`src/rtl/piso.sv`:
```
// Parallel-in, serial-out shift register: captures a WIDTH-bit word, emits it MSB-first on q.
// Latency: d[WIDTH-1] on q right after the load edge; d[WIDTH-1-k] after the k-th shift edge.
// Backpressure: none. Every edge either loads or shifts, so the consumer must take one bit per clock.
//
// Ports:
//   d       parallel word, sampled on an edge with sl = 0
//   clk     rising-edge clock
//   sl      shift/load control: 0 = load d, 1 = shift
//   q       serial data out, always shreg[WIDTH-1]
//   rst_n   asynchronous active-low reset (clears word and bit count)
//   q_valid high while q carries a not-yet-sent data bit
module piso #(
    parameter int   WIDTH = 4,
    parameter logic FILL  = 1'b0
) (
    input  logic [WIDTH-1:0] d,
    input  logic             clk,
    input  logic             sl,
    output logic             q,
    input  logic             rst_n,
    output logic             q_valid
);

    localparam int             CW       = $clog2(WIDTH + 1);
    localparam logic [CW-1:0]  CNT_FULL = CW'(WIDTH);
    localparam logic [CW-1:0]  CNT_ONE  = CW'(1);

    logic [WIDTH-1:0] shreg;
    // Data bits still to be presented on q, including the one currently there.
    logic [CW-1:0]    cnt;

    always_ff @(posedge clk or negedge rst_n) begin
        if (!rst_n) begin
            shreg <= '0;
            cnt   <= '0;
        end else if (!sl) begin
            // A load always wins, discarding whatever was still in flight.
            shreg <= d;
            cnt   <= CNT_FULL;
        end else begin
            shreg <= {shreg[WIDTH-2:0], FILL};
            // Saturate so over-shifting keeps q_valid low while fill streams out.
            if (cnt != '0) begin
                cnt <= cnt - CNT_ONE;
            end
        end
    end

    // Outputs come straight from registers; no path from d or sl.
    assign q       = shreg[WIDTH-1];
    assign q_valid = (cnt != '0);

endmodule

```
`config.mk`:
```
export PLATFORM = sky130hd
export DESIGN_NAME = piso
export DESIGN_NICKNAME = d
export VERILOG_FILES = /design/src/rtl/piso.sv
export SDC_FILE = /design/constraint.sdc
export NUM_CORES = 1
export LEC_CHECK = 0
export ABC_CLOCK_PERIOD_IN_PS = 1900
export CAP_MARGIN = 20
export CORE_AREA = 2 2 39 41
export DETAILED_ROUTE_END_ITERATION = 16
export DIE_AREA = 0 0 41 43
export PLACE_DENSITY_LB_ADDON = 0.08
export SYNTH_ARGS = -nofsm -noshare
export SYNTH_HDL_FRONTEND = slang
export SYNTH_SLANG_ARGS = --single-unit
```
`constraint.sdc`:
```
create_clock -name clk -period 1.9 [get_ports clk]
set_clock_uncertainty 0.05 [all_clocks]
set_input_delay 0.38 -clock clk [delete_from_list [all_inputs] [get_ports clk]]
set_output_delay 0.38 -clock clk [all_outputs]
set_load 0.05 [all_outputs]
```
# Word-level counts from Yosys, hierarchy flattened
# Index checks and enable logic that the tools add are counted.
# totals
register_bits,7
latch_bits,0
mem_bits_rw,0
mem_bits_ro,0
wordCells,8
mem_count,0
# op_classes
addsub,1
mul,0
div,0
magnitude_cmp,0
n_eq_ne,1
n_shift,0
mux,3
bitwise_logic,0
reduce_logical,1
# op_table
operator,n
$mux 3,2
$mux 4,1
$reduce_bool 3->1,1
$sub 3x1->3 const B,1
$ne 2x1->1 const B,1

# Depth between registers and ports, before layout
# Gate-level depths: netlist (run 1).
# depth
depth_word,3
mapped_depth,4
ltp_nobuf,4

# Worst setup path before layout (run 1)
# OpenSTA, ideal clock, no wires.
# synth_path
path_type,reg2out
from,register cnt[0]
to,output q_valid
arrival_time_ps,1099
t_required_ps,1470
path_slack_ps,371
stages_incl_launch_ff,5
cell_sequence,dfrtp_1 inv_1 ha_1 and2b_2 inv_1
# synth_between
elab_chain_len,1
# synth_rtl
item,line_no,text
from (decl),30,logic [CW-1:0] cnt;
from (signal assigned),44,cnt <= cnt - CNT_ONE;
$reduce_bool 3->1,51,assign q_valid = (cnt != '0);
to (decl),21,output logic q_valid
# No other way between the ends.

# Worst setup path after layout (run 1)
# layout_path
from,register shreg[3]
to,output q
# layout_lines
item,line_no,text
from (decl),28,logic [WIDTH-1:0] shreg;
from (signal assigned),41,"shreg <= {shreg[WIDTH-2:0], FILL};"
to (decl),19,"output logic q,"
# No word-level cell between the ends.

==> results.sh, run 1 <==
export IMPL_status="finished, final reports clean"
export IMPL_die_width_um=41
export IMPL_cts_hold_buf=0
export IMPL_setup_ws_ns=0.120
export IMPL_drive_gt1_share_pct=23.1
export IMPL_route_vias_total=222
export IMPL_clk_path_buf_depth=2
export IMPL_cellPowerDensity_mw_per_mm2=1180
export IMPL_internal_power_mw=0.374
export IMPL_path_class="reg2out"
export IMPL_dp_hpwl_um=440
export IMPL_post_route_min_period_ns=1.78
export IMPL_yosysMostFrequentCell="dfrtp_1"
export IMPL_setup_viol=0
export IMPL_htree_levels=1
export IMPL_die_y_um=43
export IMPL_drc_errors=0
export IMPL_tightest_slew_ns=0.486
export IMPL_cp_num_buf_inv=1
export IMPL_post_drt_wl_per_cell_um=9.87
export IMPL_cp_arrival_ns=1.35
export IMPL_clock_sinks=7
export IMPL_synth_common_cells="dfrtp_1, inv_1, mux2_2"
export IMPL_final_util_pct=33.6
export IMPL_ioPinCount=9
export IMPL_cts_made_buffers=3
export IMPL_multi_input_area_sq_um=135
export IMPL_grt_pass1_vias=225
export IMPL_ff2ff_setup_slack_ns=0.70
export IMPL_n_fill_cell=143
export IMPL_synth_area_sq_um=333
export IMPL_diodes=0
export IMPL_r2r_start="cnt[0]$_DFFE_PN0P_"
export IMPL_gp_congestion=0.697
export IMPL_p_clk_share_pct=24.6
export IMPL_ir_drop_mv=0.410
export IMPL_grt_pass1_wl_mm=1.00
export IMPL_synth_top_area_cell="dfrtp_1"
export IMPL_reg2reg_to="cnt[2]$_DFFE_PN0P_"
export IMPL_crit_family="buffers and inverters"
export IMPL_clkTransAtPathRegs_ns=0.05
export IMPL_hold_path_class="in2async"
export IMPL_antenna_found_initial=0
export IMPL_seqCellArea_sq_um=175
export IMPL_p_switching_mw=0.175
export IMPL_crit_fanout=1
export IMPL_fin_crit_sh_pct=93.7
export IMPL_synth_cells=27
export IMPL_cellLeakagePower_nw=0.208
export IMPL_setup_tns_final_ns=0
export IMPL_cp_end_kind="output pin"
export IMPL_swShare_pct=31.8
export IMPL_required_ns=1.47
export IMPL_cp_start_kind="register"
export IMPL_cts_tree="yes"
export IMPL_grt_overflow_total=0
export IMPL_start_util_pct=24.1
export IMPL_cp_cell_sequence="clkdlybuf4s50_1"
export IMPL_syn_avg_cell_area_sq_um=12.3
export IMPL_yosys_top_cells_area="dfrtp_1, mux2_2, ha_1"
export IMPL_ant_nets=0
export IMPL_max_cap_violations=0
export IMPL_synth_top_area_share_pct=52.6
export IMPL_ys_types=13
export IMPL_slew_headroom_pct=67.5
export IMPL_synth_edf_count=0
export IMPL_cts_root_buf="clkbuf_4"
export IMPL_fmax_mhz=562
export IMPL_nNetsFinal=49
export IMPL_synth_nets=36
export IMPL_grtUsageTotal_pct=9.40
export IMPL_area_growth_pct=39.8
export IMPL_drv_slew=0
export IMPL_drt_wl_total_um=543
export IMPL_rows=14
export IMPL_share_comb_of_total_power_pct=39.1
export IMPL_r2r_cells=4
export IMPL_rsz0062_at_grt="false"
export IMPL_crit_slowest_cell="clkdlybuf4s50_1"
export IMPL_cpPeakStageDelay_ns=0.79
export IMPL_vias_per_cell=4.04
export IMPL_cts_setup_buffers=0
export IMPL_ys_async_sr_fraction_pct=100
export IMPL_core_sq_mm=0.00138
export IMPL_insertion_delay_ns=0.25
export IMPL_synth_seq_cells=7
export IMPL_pwr_share_seq_pct=36.3
export IMPL_drt_first_iter_violations=0
export IMPL_pre_cts_slack_ns=0.382
export IMPL_grt_max_degree=8
export IMPL_first_pass_iters=1
export IMPL_yosysWarnings=0
export IMPL_cts_repair_resized=0
export IMPL_ys_seq_area_share_pct=52.6
export IMPL_die_area_sq_mm=0.00176
export IMPL_final_hold_violation_count=0
export IMPL_ys_flop_type="dfrtp_1"
export IMPL_portBuffers=8
## metal layers
metal	global-route usage, %	wire, um	vias to the layer above
met5	0	0	-
met4	8.00	0	0
met3	6.81	38	0
met2	11.3	245	6
met1	10.5	259	107
li1	-	-	109
## power groups by stage
stage          registers (mW)  clock network, mW  logic [mW]
3_5_place_dp            0.202                  0       0.217
6_report                0.199              0.135       0.215
3_3_place_gp            0.200                  0       0.213
2_1_floorplan           0.204                  0       0.137
4_1_cts                 0.200              0.140       0.220
5_1_grt                 0.204              0.157       0.243
## cell type report
class	count	area share [%]
Clock buffer	4	5.65
Inverter	3	2.42
Multi-Input combinational cell	16	29.0
Sequential cell	7	37.6
Tap cell	16	4.30
Timing Repair Buffer	9	21.0
## layout by cell type, fill, tap and decap left out
| cell | instances |
|---|---|
| dfrtp_1 | 7 |
| clkdlybuf4s50_1 | 7 |
| inv_1 | 3 |
| mux2_2 | 3 |
| clkbuf_4 | 3 |
| nand2b_1 | 2 |
| nand2_1 | 2 |
| mux2i_1 | 2 |
| ha_1 | 2 |
| nor2b_1 | 1 |
| and2b_2 | 1 |
| or3b_1 | 1 |
| or2b_1 | 1 |
| nand3_1 | 1 |
| clkbuf_1 | 1 |
| buf_4 | 1 |
| buf_12 | 1 |
## cells by family after synthesis
family | synth area share (%)
adders and majority gates | 7.52
and+or+nand+nor | 16.9
buffers and inverters | 6.77
DFF | 52.6
muxes | 16.2
## per-stage QoR
step / instance area [sq um] / instances / power (mW) / hold slack [ns]
after floorplan: 333 / 27 / 0.341 / 0.0344
after global placement: 439 / 51 / 0.413 / 0.411
after detailed placement: 439 / 51 / 0.419 / 0.416
after CTS: 465 / 55 / 0.559 / 0.355
after global routing: 465 / 55 / 0.604 / 0.360
final: 465 / 55 / 0.549 / 0.353
## flip-flops by register name, summed over array words and instances (netlist names)
signal and flops:
shreg 4, cnt 3
## worst max path at each step
stage / startpoint / to / cells past startpoint
finish: shreg[3]$_DFF_PN0_ / q / 1
floorplan: cnt[0]$_DFFE_PN0P_ / q_valid / 4
global route: cnt[0]$_DFFE_PN0P_ / q_valid / 5
CTS: shreg[3]$_DFF_PN0_ / q / 1
detailed placement: shreg[3]$_DFF_PN0_ / q / 1
global placement: shreg[3]$_DFF_PN0_ / q / 1
Note: power is estimated with default switching activity, not from simulation.
==> inputs of run 2 (changes only) <==
--- a/config.mk
+++ b/config.mk
@@ -6,7 +6,6 @@
 export NUM_CORES = 1
 export LEC_CHECK = 0
 export ABC_CLOCK_PERIOD_IN_PS = 1900
-export CAP_MARGIN = 20
 export CORE_AREA = 2 2 39 41
 export DETAILED_ROUTE_END_ITERATION = 16
 export DIE_AREA = 0 0 41 43
==> results of run 2 <==
The final DEF is identical to that of run 1; final timing and power are the same.
==> inputs of run 3 (changes only) <==
--- a/config.mk
+++ b/config.mk
@@ -5,7 +5,7 @@
 export SDC_FILE = /design/constraint.sdc
 export NUM_CORES = 1
 export LEC_CHECK = 0
-export ABC_CLOCK_PERIOD_IN_PS = 1900
+export ABC_CLOCK_PERIOD_IN_PS = 1500
 export CORE_AREA = 2 2 39 41
 export DETAILED_ROUTE_END_ITERATION = 16
 export DIE_AREA = 0 0 41 43
==> constraint.sdc (replaced) <==
create_clock -name clk -period 1.5 [get_ports clk]
set_clock_uncertainty 0.05 [all_clocks]
set_input_delay 0.3 -clock clk [delete_from_list [all_inputs] [get_ports clk]]
set_output_delay 0.3 -clock clk [all_outputs]
set_load 0.05 [all_outputs]
==> run 3 against run 2 <==
Effect of this change:
- the run now ends with setup timing left
- critical endpoint is now q_valid
- die area stayed put
- via count up 5.9%
- utilization grew 4.3 points
- clock power rose by 23%
- non-clock buffer count is 5 higher
- critical path depth grew 4
- sequential cell count unchanged
- sequential share of layout area is 4.3 points lower
==> results.sh, run 3 (synthesis gave the netlist of run 1 again) <==
export IMPL_status="complete, but fails checks"
export IMPL_failed_checks="setup timing"
export IMPL_regMostFlops="shreg"
export IMPL_hold_path_class="in2async"
export IMPL_ff2ff_setup_slack_ns=0.13
export IMPL_htree_levels=1
export IMPL_grt_overflow_total=0
export IMPL_cpPeakStageDelay_ns=0.37
export IMPL_drc_errors=0
export IMPL_cp_arrival_ns=1.23
export IMPL_clock_sinks=7
export IMPL_nNetsFinal=54
export IMPL_path_common_cell="inv_2"
export IMPL_final_cell_mix="dfrtp_1, clkdlybuf4s50_1, buf_4"
export IMPL_tightest_slew_ns=0.325
export IMPL_max_cap_violations=0
export IMPL_top_usage_layer="met2"
export IMPL_rsz0062_at_grt="true"
export IMPL_clkTransAtPathRegs_ns=0.05
export IMPL_r2r_start="cnt[0]$_DFFE_PN0P_"
export IMPL_fin_crit_sh_pct=105
export IMPL_gp_congestion=0.669
export IMPL_ant_nets=0
export IMPL_reg_largest_list="shreg: 4 flops, cnt: 3 flops"
export IMPL_setup_viol=1
export IMPL_vias_per_cell=3.92
export IMPL_cp_start_kind="register"
export IMPL_drt_first_iter_violations=4
export IMPL_grtUsageTotal_pct=10.5
export IMPL_die_area_sq_mm=0.00176
export IMPL_crit_fanout=2
export IMPL_route_vias_total=235
export IMPL_first_pass_iters=2
export IMPL_diodes=0
export IMPL_required_ns=1.15
export IMPL_crit_family="flip-flops"
export IMPL_met3_usage_pct=9.42
export IMPL_antenna_found_initial=0
export IMPL_crit_slowest_cell="dfrtp_1"
export IMPL_r2r_cells=6
export IMPL_cellLeakagePower_nw=0.238
export IMPL_die_y_um=43
export IMPL_path_class="reg2out"
export IMPL_cp_num_buf_inv=3
export IMPL_cp_cell_sequence="inv_2 > ha_4 > and2b_2 > inv_2 > buf_12"
export IMPL_setup_ws_ns=-0.0795
export IMPL_ir_drop_mv=0.790
export IMPL_reg2reg_to="cnt[2]$_DFFE_PN0P_"
export IMPL_largest_reg_flops=4
export IMPL_slew_headroom_pct=78.3
export IMPL_insertion_delay_ns=0.25
export IMPL_cellPowerDensity_mw_per_mm2=1540
export IMPL_cp_end_kind="output pin"
export IMPL_drt_wl_total_um=650
export IMPL_grt_max_degree=8
export IMPL_cts_root_buf="clkbuf_4"
export IMPL_area_growth_pct=57.9
export IMPL_setup_tns_final_ns=-0.0795
export IMPL_post_route_min_period_ns=1.58
export IMPL_final_hold_violation_count=0
export IMPL_drive_gt1_share_pct=43.2
export IMPL_core_sq_mm=0.00138
export IMPL_cts_made_buffers=3
export IMPL_post_drt_wl_per_cell_um=10.8
export IMPL_portBuffers=8
export IMPL_fmax_mhz=633
export IMPL_clk_path_buf_depth=2
export IMPL_rows=14
export IMPL_layout_commonest_cell="dfrtp_1"
export IMPL_final_cells=60
export IMPL_drv_slew=0
export IMPL_die_width_um=41
export IMPL_dp_cells=52
export IMPL_grt_pass1_wl_mm=1.08
export IMPL_cts_tree="yes"
export IMPL_ioPinCount=9
export IMPL_grt_util_met2_pct=13.8
export IMPL_use_met1_pct=9.93
export IMPL_grt_pass1_vias=255
export IMPL_start_util_pct=24.1
-- run 3: cell count changes in the layout (fill, tap and decap cells not counted), sizes merged --
cell and change:
buf +6, clkdlybuf4s50 -1
-- run 3: worst max path at each step --
stage	startpoint	endpoint	slack [ns]	cells after the start
6_report	cnt[1]$_DFFE_PN0P_	q_valid	-0.08	5
5_1_grt	cnt[0]$_DFFE_PN0P_	q_valid	-0.13	5
4_1_cts	cnt[0]$_DFFE_PN0P_	q_valid	-0.10	5
3_5_place_dp	cnt[0]$_DFFE_PN0P_	q_valid	0.09	5
3_3_place_gp	cnt[0]$_DFFE_PN0P_	q_valid	0.11	5
2_1_floorplan	cnt[0]$_DFFE_PN0P_	q_valid	0.05	4
-- run 3: where the power goes --
part	leakage (nW)	internal, mW	switching, mW
Combinational	0.138	0.219	0.161
Sequential	0.0849	0.231	0.0303
Clock	0.0150	0.101	0.0645
Total	0.238	0.551	0.256
-- run 3: cell type report --
type | count | area [sq um]
Clock buffer | 4 | 26.3
Fill cell | 137 | 858
Inverter | 3 | 11.3
Multi-Input combinational cell | 16 | 148
Sequential cell | 7 | 175
Tap cell | 16 | 20.0
Timing Repair Buffer | 14 | 145
-- run 3: through the flow --
step                      area, sq um  power [mW]  worst slack, ns  hold slack (ns)  utilization [%]
after floorplan                   333       0.432           0.0512          -0.0456                -
after global routing              526       0.879           -0.131            0.260             38.0
after detailed placement          457       0.557           0.0889            0.424             33.0
after CTS                         503       0.775           -0.101            0.260             36.3
after global placement            457       0.549            0.107            0.408             33.0
final                             526       0.807          -0.0795            0.261             38.0
-- run 3: worst reg2reg max path: cells and delay by family (launching register included) --
kind                       cells  cell delay [ns]
buffers and inverters          3             0.27
DFF                            1             0.39
and+or+nand+nor                2             0.43
adders and majority gates      1             0.15
-- run 3: metal layers --
metal  share of wire [%]  up-vias  routed length (um)
li1                    -      119                   -
met1                  41      108                 268
met2                  50        8                 326
met3                 8.5        0                  55
met4                   0        0                   0
met5                   0        -                   0
-- run 3: what timing repair did --
item                       in CTS  in global routing
pin swaps                       1                  0
buffers inserted                1                  3
setup endpoints to repair       1                  1
hold buffers                    0                  0
gates resized for setup         4                  1
